**src/rtl/ysyx_24100006_axi_arb_ctrl_pkg.sv**
```systemverilog
// Shared definitions for the memory-port arbiter: FSM states, read-source tags, grant bit positions.
// No logic here; latency and backpressure are properties of the modules that import it.
package ysyx_24100006_axi_arb_ctrl_pkg;

  typedef enum logic [1:0] {
    IDLE  = 2'd0,
    RADDR = 2'd1,
    RDATA = 2'd2,
    WRESP = 2'd3
  } state_t;

  // Round-robin memory of which read requester won most recently.
  typedef enum logic {
    RD_IFU = 1'b0,
    RD_MEM = 1'b1
  } rd_src_t;

  localparam int GNT_IFU  = 0;
  localparam int GNT_MEMR = 1;
  localparam int GNT_WR   = 2;
  localparam int GNT_W    = 3;

endpackage

```
**src/rtl/ysyx_24100006_arb_pick.sv**
```systemverilog
// Combinational IDLE-cycle winner: write priority bounded by starvation count, round-robin between reads.
// Latency: zero (pure combinational); no backpressure, the caller samples win only while idle.
module ysyx_24100006_arb_pick
  import ysyx_24100006_axi_arb_ctrl_pkg::*;
#(
  parameter int STARVE_LIMIT = 4,
  parameter int SCNT_W       = 3
) (
  input  logic [GNT_W-1:0]  reqs,
  input  rd_src_t           last_rd,
  input  logic [SCNT_W-1:0] starve_cnt,
  output logic [GNT_W-1:0]  win
);

  logic rd_pend;
  logic wr_ok;

  assign rd_pend = reqs[GNT_IFU] | reqs[GNT_MEMR];
  // A pending read only blocks the write once it has lost STARVE_LIMIT times in a row.
  assign wr_ok   = reqs[GNT_WR] && (!rd_pend || (starve_cnt < SCNT_W'(STARVE_LIMIT)));

  always_comb begin
    win = '0;
    if (wr_ok) begin
      win[GNT_WR] = 1'b1;
    end else if (reqs[GNT_IFU] && reqs[GNT_MEMR]) begin
      if (last_rd == RD_MEM) win[GNT_IFU]  = 1'b1;
      else                   win[GNT_MEMR] = 1'b1;
    end else if (reqs[GNT_IFU]) begin
      win[GNT_IFU] = 1'b1;
    end else if (reqs[GNT_MEMR]) begin
      win[GNT_MEMR] = 1'b1;
    end
  end

endmodule

```
**src/rtl/ysyx_24100006_axi_arb_ctrl.sv**
```systemverilog
// Owner/sequence controller for the shared AXI memory port; registered one-hot grant, 1-cycle decision latency.
// Grant held until last R beat or B handshake (optional watchdog under ARB_TIMEOUT_EN); requesters stall while not granted.
module ysyx_24100006_axi_arb_ctrl
  import ysyx_24100006_axi_arb_ctrl_pkg::*;
#(
  parameter int STARVE_LIMIT   = 4
`ifdef ARB_TIMEOUT_EN
  , parameter int TIMEOUT_CYCLES = 1024
`endif
) (
  input  logic             clk,
  input  logic             reset,
  input  logic             ifu_req,
  input  logic             mem_rreq,
  input  logic             mem_wreq,
  input  logic             ar_fire,
  input  logic [7:0]       ar_len,
  input  logic             r_fire,
  input  logic             r_last,
  input  logic             b_fire,
  output logic [GNT_W-1:0] grant,
  output logic             busy,
  output logic [7:0]       beat_cnt,
  output logic             burst_err
`ifdef ARB_TIMEOUT_EN
  , output logic           timeout
`endif
);

  localparam int SCNT_W = (STARVE_LIMIT < 1) ? 1 : $clog2(STARVE_LIMIT + 1);

  state_t            state;
  rd_src_t           last_rd;
  logic [SCNT_W-1:0] starve_cnt;
  logic [7:0]        len_q;
  logic [GNT_W-1:0]  reqs;
  logic [GNT_W-1:0]  win;
  logic              rd_pend;

  assign reqs    = {mem_wreq, mem_rreq, ifu_req};
  assign rd_pend = ifu_req | mem_rreq;
  assign busy    = (state != IDLE);

  ysyx_24100006_arb_pick #(
    .STARVE_LIMIT (STARVE_LIMIT),
    .SCNT_W       (SCNT_W)
  ) u_pick (
    .reqs       (reqs),
    .last_rd    (last_rd),
    .starve_cnt (starve_cnt),
    .win        (win)
  );

`ifdef ARB_TIMEOUT_EN
  logic [15:0] wd_cnt;
  logic        wd_clr;
  logic        wd_hit;

  // Counter restarts on every state change so each phase gets its own budget.
  assign wd_clr = (state == IDLE)
               || ((state == RADDR) && ar_fire)
               || ((state == RDATA) && r_fire && r_last)
               || ((state == WRESP) && b_fire);
  assign wd_hit = (state != IDLE) && (wd_cnt == 16'(TIMEOUT_CYCLES));

  always_ff @(posedge clk or negedge reset) begin
    if (!reset) begin
      wd_cnt  <= '0;
      timeout <= 1'b0;
    end else begin
      timeout <= !wd_clr && (wd_cnt == 16'(TIMEOUT_CYCLES - 1));
      wd_cnt  <= (wd_clr || wd_hit) ? '0 : wd_cnt + 16'd1;
    end
  end
`endif

  always_ff @(posedge clk or negedge reset) begin
    if (!reset) begin
      state      <= IDLE;
      grant      <= '0;
      beat_cnt   <= '0;
      burst_err  <= 1'b0;
      starve_cnt <= '0;
      last_rd    <= RD_MEM;
      len_q      <= '0;
    end else begin
      burst_err <= 1'b0;
      unique case (state)
        IDLE: begin
          grant <= win;
          if (win[GNT_WR]) begin
            state <= WRESP;
            if (rd_pend) starve_cnt <= starve_cnt + SCNT_W'(1);
          end else if (win[GNT_IFU] || win[GNT_MEMR]) begin
            state      <= RADDR;
            starve_cnt <= '0;
            last_rd    <= win[GNT_IFU] ? RD_IFU : RD_MEM;
          end
        end
        RADDR: begin
          if (ar_fire) begin
            state    <= RDATA;
            len_q    <= ar_len;
            beat_cnt <= '0;
          end
        end
        RDATA: begin
          if (r_fire) begin
            beat_cnt <= beat_cnt + 8'd1;
            // beat_cnt still holds the index of the beat being accepted.
            if (r_last) begin
              burst_err <= (beat_cnt != len_q);
              state     <= IDLE;
              grant     <= '0;
            end else begin
              burst_err <= (beat_cnt == len_q);
            end
          end
        end
        WRESP: begin
          if (b_fire) begin
            state <= IDLE;
            grant <= '0;
          end
        end
        default: begin
          state <= IDLE;
          grant <= '0;
        end
      endcase
`ifdef ARB_TIMEOUT_EN
      if (wd_hit) begin
        state <= IDLE;
        grant <= '0;
      end
`endif
    end
  end

endmodule

```
**config.mk**
```make
export PLATFORM = sky130hd
export DESIGN_NAME = ysyx_24100006_axi_arb_ctrl
export DESIGN_NICKNAME = d
export VERILOG_FILES = /design/src/rtl/ysyx_24100006_axi_arb_ctrl_pkg.sv /design/src/rtl/ysyx_24100006_arb_pick.sv /design/src/rtl/ysyx_24100006_axi_arb_ctrl.sv
export SDC_FILE = /design/constraint.sdc
export NUM_CORES = 1
export LEC_CHECK = 0
export CORE_MARGIN = 1
export CORE_UTILIZATION = 44
export DETAILED_ROUTE_END_ITERATION = 8
export PLACE_DENSITY = 0.74
export SKIP_CTS_REPAIR_TIMING = 1
export SLEW_MARGIN = 20
export SYNTH_ARGS = -nofsm -noshare
export SYNTH_HDL_FRONTEND = slang
export SYNTH_HIERARCHICAL = 1
export SYNTH_SLANG_ARGS = --single-unit
```
**constraint.sdc**
```tcl
create_clock -name clk -period 1.6 [get_ports clk]
set_clock_uncertainty 0.05 [all_clocks]
set_input_delay 0.16 -clock clk [delete_from_list [all_inputs] [get_ports clk]]
set_output_delay 0.16 -clock clk [all_outputs]
set_load 0.03 [all_outputs]
```
==> metrics.csv, run 1 <==
metric,value,unit
die height,57.2,um
Placed Cells,189,
WP data required,1780,ps
vias in the first global route,1001,
layout cell share with drive strength beyond 1,25.8,%
Design Power,2.81,mW
n_diodes,0,
width of the chip,57.2,um
Worst setup EP type,flop,
Max Clock Freq,590,MHz
Antenna Nets Post-Route,0,
Clock Tree Root,clkbuf_4,
initial antenna violation count,0,
Rows,19,
met1 Usage GRT,26.6,%
Initial DRC Count,19,
CP Class,reg -> reg,
FF-to-FF Start,starve_cnt[2],
worst slew pin tran,322,ps
# port buffers,29,
"FF+latch count, synth",26,
synthesis-to-finish area growth,38.2,%
element type at the critical path start,flop,
# nets final,183,
unrepaired setup endpoints after global routing,yes,
Pwr per Cell Area,1520,mW/mm2
Syn Std Cell Area,0.00134,mm2
Initial Utilization,47.4,%
Sw Share,38.0,%
Final Hold Viols,0,
routing usage on met3,2.04,%
failing checks,setup timing,
Max Cap Viol,0,
grt ovf,0,
met2 usage,27.4,%
crit path DAT,1880,ps
Routed wire per std cell,14.4,um
Sink Count,26,
Reg power frac,41.6,%
flop-to-flop setup slack,-100,ps
1st-pass router iterations,4,
Layout Cells excl Fill,194,
outcome,finished with violations,
type of the most critical hold path,in -> async,
Synth Area per Inst,11.3,um2
Post-Synthesis Cells,119,
deepest clock path buffer count,2,
"Design Area, Final",0.00185,mm2
Vias/cell,5.52,
Worst-Skew Late Latency,320,ps
dpl hpwl,2.00,mm
largest net degree at the start of global routing,27,
Final Wtd Congestion,0.827,
Leakage Power,0.961,nW
Ports,30,
clock-pin slew on the worst setup and hold paths,140,ps
H-tree levels,1,
GR peak layer,met2,
Fill cells,209,
Psw,1.07,mW
Synth warnings,6,
routed wire length,2.79,mm
Num CTS Buffers,3,
syn nets,138,
"leading cell type in the layout, fill and taps excluded",dfrtp_1,
distinct cell type count after synthesis,38,
slowest CP cell,dfrtp_1,
CP max stage delay,420,ps
Remaining DRCs,0,
Final WS setup,-96.3,ps
die area,0.00327,mm2
first-pass GRT wire length,4.51,mm
combinational power share,48.2,%
Slew Limit Headroom,78.5,%
CTS tree,built,
fin crit period,1700,ps
GRT Util Overall,17.8,%
most frequent cells in the layout,"dfrtp_1 (23), clkdlybuf4s50_1 (17), buf_4 (15), dlymetal6s2s_1 (12), xnor2_1 (10)",
Pint,1.74,mW
worst-path maximum fanout,3,
worst path cell trace,nand2b_1 -> and3_4 -> or3_4 -> and4_1 -> a211oi_2,
Placeable Area,0.00283,mm2
launch point of the worst path,starve_cnt[2],
Pins Over Slew Limit,0,
maximum VDD drop,0.682,mV
via count,1071,
final cycle utilization of the critical path,106,%
setup violators final,1,
sequential fraction of the synthesis area,48.6,%
Crit path buffers/inverters,0,
family with the most delay on the worst path,simple AND/OR/NAND/NOR gates,
Placement Cell Area,0.00176,mm2
clock network fraction of total power,10.2,%
layout make-up:
cell class                 count  area [um2]  share of cell area, %
clock buffer                   4        26.3                   1.42
inverter                       5        18.8                   1.01
multi-input combinational     82         651                   35.1
sequential                    26         654                   35.3
tap                           31        38.8                   2.09
timing repair buffer          46         464                   25.1
routing by layer:
layer	share of wire, %	up-vias
met5	0	-
met4	0.75	0
met3	2.4	4
met2	48	17
met1	49	531
li1	-	519
worst register-to-register path: stages, from the launching register on:
cell,delay [ps]
dfrtp_1,420
nand2b_1,180
and3_4,190
or3_4,390
and4_1,180
a211oi_2,220
stage by stage:
step	hold slack (ps)	setup WS [ps]	TNS, ps	utilization, %
2_1_floorplan	-186	-3.35	-3.35	-
3_3_place_gp	439	-231	-813	62.1
3_5_place_dp	443	-291	-1010	62.1
4_1_cts	136	-301	-1320	63.1
5_1_grt	126	-157	-234	65.5
6_report	127	-96.3	-96.3	65.5
power groups by stage:
stage                     logic [mW]  registers (mW)  clock network, mW
after floorplan                0.805            1.21                  0
after global placement          1.27            1.16                  0
after detailed placement        1.31            1.18                  0
after CTS                       1.31            1.17              0.292
after global routing            1.46            1.21              0.327
final                           1.36            1.17              0.287
synth_stat cells:
library cell | count | area [um2]
dfrtp_1 | 25 | 626
xnor2_1 | 10 | 87.6
mux2_2 | 9 | 101
nor2_1 | 6 | 22.5
o21ai_0 | 6 | 30.0
nand2_1 | 5 | 18.8
nand4_1 | 5 | 31.3
a21oi_1 | 4 | 20.0
inv_1 | 4 | 15.0
a22o_1 | 3 | 26.3
a31oi_1 | 3 | 18.8
buf_6 | 3 | 33.8
or3_1 | 3 | 18.8
xor2_1 | 3 | 26.3
a32o_1 | 2 | 20.0
and2_1 | 2 | 12.5
and3_1 | 2 | 12.5
ha_1 | 2 | 25.0
nand2b_1 | 2 | 12.5
nand3_1 | 2 | 10.0
a211oi_1 | 1 | 7.51
and3b_1 | 1 | 8.76
and4_1 | 1 | 8.76
buf_2 | 1 | 5.00
buf_4 | 1 | 7.51
clkbuf_1 | 1 | 3.75
dfstp_2 | 1 | 26.3
inv_2 | 1 | 3.75
mux2_1 | 1 | 11.3
mux4_1 | 1 | 26.3
nand2_4 | 1 | 11.3
nand3b_1 | 1 | 7.51
nor2_2 | 1 | 6.26
nor2_4 | 1 | 11.3
nor3_1 | 1 | 5.00
nor4_1 | 1 | 6.26
o31a_1 | 1 | 8.76
o31ai_1 | 1 | 7.51
registers in the layout, indices dropped and copies added (netlist names):
name	count
state	2
len_q	8
starve_cnt	3
grant	3
last_rd	1
burst_err	1
beat_cnt	8
worst paths after layout:
| path | depth (start not counted) | endpoint |
|---|---|---|
| max | 5 | starve_cnt[2] |
| min | 2 | beat_cnt[5] |
| max reg2reg | 5 | starve_cnt[2] |
| min reg2reg | 1 | grant[1] |
| max in group asynchronous | 2 | last_rd |
| min in group clk | 2 | len_q[4] |
cells by family (layout without fill, tap and decap cells):
family	count (synthesis)	count (layout)	synth area share, %
adder cells (fa/ha/maj)	2	2	1.87
flip-flops	26	26	48.6
XOR/XNOR	13	13	8.49
AND/OR/NAND/NOR	35	35	15.2
AO/OA/AOI/OAI	21	21	10.4
buffers and inverters	11	55	5.13
multiplexers	11	11	10.4
Power figures use the tool's default switching activity.
==> run 2: changes to the inputs <==
- PLACE_DENSITY: 0.74 -> 0.75
- SYNTH_HIERARCHICAL: 1 -> not set
==> metrics.csv, run 2 <==
metric,value,unit,change
deepest clock path buffer count,2,,unchanged
ys async rst share,100,%,unchanged
Sink Count,26,,unchanged
Max Cap Viol,0,,unchanged
Design Power,2.72,mW,-3.3%
Worst setup EP type,output pin,,
synth top area cells,"dfrtp_1 (48%), mux2_2 (7.0%), xnor2_1 (6.8%)",,
first-pass GRT wire length,4.17,mm,-7.5%
top-count cell post-synth,dfrtp_1,,
n_diodes,0,,unchanged
Max Clock Freq,652,MHz,+11%
Layout Cells excl Fill,187,,-3.6%
most frequent cells in the layout,"dfrtp_1 (25), clkdlybuf4s50_1 (17), nand2_1 (14), o21ai_0 (11), dlymetal6s2s_1 (11)",,
Vias/cell,5.35,,-3.0%
layout cell share with drive strength beyond 1,14.1,%,-12 points
dominant cell type by area after synthesis,dfrtp_1,,
CP Class,reg -> out,,
type of the most critical hold path,in -> async,,
vias in the first global route,947,,-5.4%
largest net degree at the start of global routing,27,,unchanged
die height,56.1,um,-1.9%
Synth warnings,0,,-6
clock-pin slew on the worst setup and hold paths,140,ps,about the same
Ports,30,,unchanged
Clock Tree Root,clkbuf_4,,
dpl hpwl,1.91,mm,-4.4%
"EDFF count, synth",0,,unchanged
Sw Share,38.9,%,+0.93 points
setup violators final,0,,-1
Pins Over Slew Limit,0,,unchanged
Routed wire per std cell,13.1,um,-8.7%
CP max stage delay,660,ps,+240 ps
synthesis-to-finish area growth,31.8,%,
Remaining DRCs,0,,unchanged
launch point of the worst path,burst_err,,
Rows,19,,unchanged
Main synth FF type,dfrtp_1,,
Psw,1.06,mW,-0.92%
Placeable Area,0.00276,mm2,-2.5%
Post-Synthesis Cells,121,,+1.7%
element type at the critical path start,flop,,
setup TNS,0,ps,+96.3 ps
Regs by FF count,"beat_cnt: 8 flops, len_q: 8 flops",,
initial antenna violation count,0,,unchanged
Pint,1.66,mW,-4.7%
fin crit period,1530,ps,-163 ps
sequential fraction of the synthesis area,50.5,%,+1.9 points
crit path DAT,1320,ps,-560 ps
FF-to-FF Start,state[0],,
worst path cell trace,clkdlybuf4s50_1,,
distinct cell type count after synthesis,34,,-11%
CTS tree,built,,
family with the most delay on the worst path,buffers and inverters,,
Placed Cells,183,,-3.2%
Antenna Nets Post-Route,0,,unchanged
# port buffers,29,,unchanged
routed wire length,2.46,mm,-12%
die area,0.00315,mm2,-3.7%
slowest CP cell,clkdlybuf4s50_1,,
clock network fraction of total power,12.1,%,+1.9 points
Num CTS Buffers,3,,unchanged
"FF+latch count, synth",26,,unchanged
Slew Limit Headroom,73.6,%,-4.9 points
Reg power frac,43.5,%,+1.9 points
syn nets,140,,+1.4%
Crit path buffers/inverters,1,,+1
Leakage Power,0.879,nW,-8.6%
width of the chip,56.1,um,-1.9%
Initial Utilization,46.8,%,-0.63 points
Final Wtd Congestion,0.795,,-3.8%
worst slew pin tran,392,ps,+70.2 ps
worst-path maximum fanout,1,,-2
combinational power share,44.4,%,-3.8 points
"leading cell type in the layout, fill and taps excluded",dfrtp_1,,
Synth Area per Inst,10.7,um2,-5.4%
Pwr per Cell Area,1600,mW/mm2,+5.4%
final cycle utilization of the critical path,95.8,%,-10 points
maximum VDD drop,0.941,mV,+38%
GRT Util Overall,16.9,%,-0.86 points
Worst-Skew Late Latency,320,ps,about the same
grt ovf,0,,unchanged
WP data required,1390,ps,-390 ps
top cell type's share of synthesized area,48.5,%,+1.9 points
H-tree levels,1,,unchanged
Final Hold Viols,0,,unchanged
1st-pass router iterations,3,,-1
most frequent cells after synthesis,"dfrtp_1 (25), nand2_1 (14), o21ai_0 (11)",,
via count,1001,,-6.5%
Initial DRC Count,13,,-6
outcome,"complete, no violations",,
Syn Std Cell Area,0.00129,mm2,-3.8%
# nets final,176,,-3.8%
## run 2: power groups by stage
| stage | clock network [mW] | logic, mW | registers [mW] |
|---|---|---|---|
| after floorplan | 0 | 0.703 | 1.28 |
| after global placement | 0 | 1.20 | 1.18 |
| after detailed placement | 0 | 1.23 | 1.20 |
| after CTS | 0.338 | 1.24 | 1.18 |
| after global routing | 0.374 | 1.33 | 1.23 |
| final | 0.329 | 1.21 | 1.19 |
## run 2: logic make-up after synthesis
kind of cell	count (synthesis)	synth area share, %
buffers and inverters	5	2.13
adder cells (fa/ha/maj)	2	1.94
AND/OR/NAND/NOR	41	17.1
multiplexers	8	6.98
AO/OA/AOI/OAI	26	12.5
flip-flops	26	50.5
XOR/XNOR	13	8.83
## run 2: final timing paths
kind,end,slack [ps],cells past startpoint
setup / recovery,burst_err,70,1
hold / removal,beat_cnt[5],140,2
setup reg to reg,len_q[0],100,4
hold reg to reg,grant[0],450,2
max in group asynchronous,last_rd,1080,2
min in group clk,len_q[3],400,2
## run 2: through the flow
| stage | util [%] | setup slack (ps) | hold slack, ps | cell area, um2 |
|---|---|---|---|---|
| 2_1_floorplan | - | 137 | -186 | 1290 |
| 3_3_place_gp | 59.3 | 50.9 | 421 | 1630 |
| 3_5_place_dp | 59.3 | 23.2 | 429 | 1630 |
| 4_1_cts | 60.6 | -176 | 141 | 1670 |
| 5_1_grt | 61.7 | -2.40 | 138 | 1700 |
| 6_report | 61.7 | 66.8 | 136 | 1700 |
## run 2: area by class of cell
class                           instances  area, um2
Sequential cell                        26        652
Fill cell                             246       1060
Multi-Input combinational cell         90        613
Clock buffer                            4       36.3
Tap cell                               31       38.8
Timing Repair Buffer                   34        353
Inverter                                2       7.51
## run 2: metal layers
metal	share of wire [%]	global-route usage, %	vias up
met5	0	0	-
met4	0.41	6.27	0
met3	4.4	2.79	2
met2	50	29.4	19
met1	45	21.0	479
li1	-	-	501
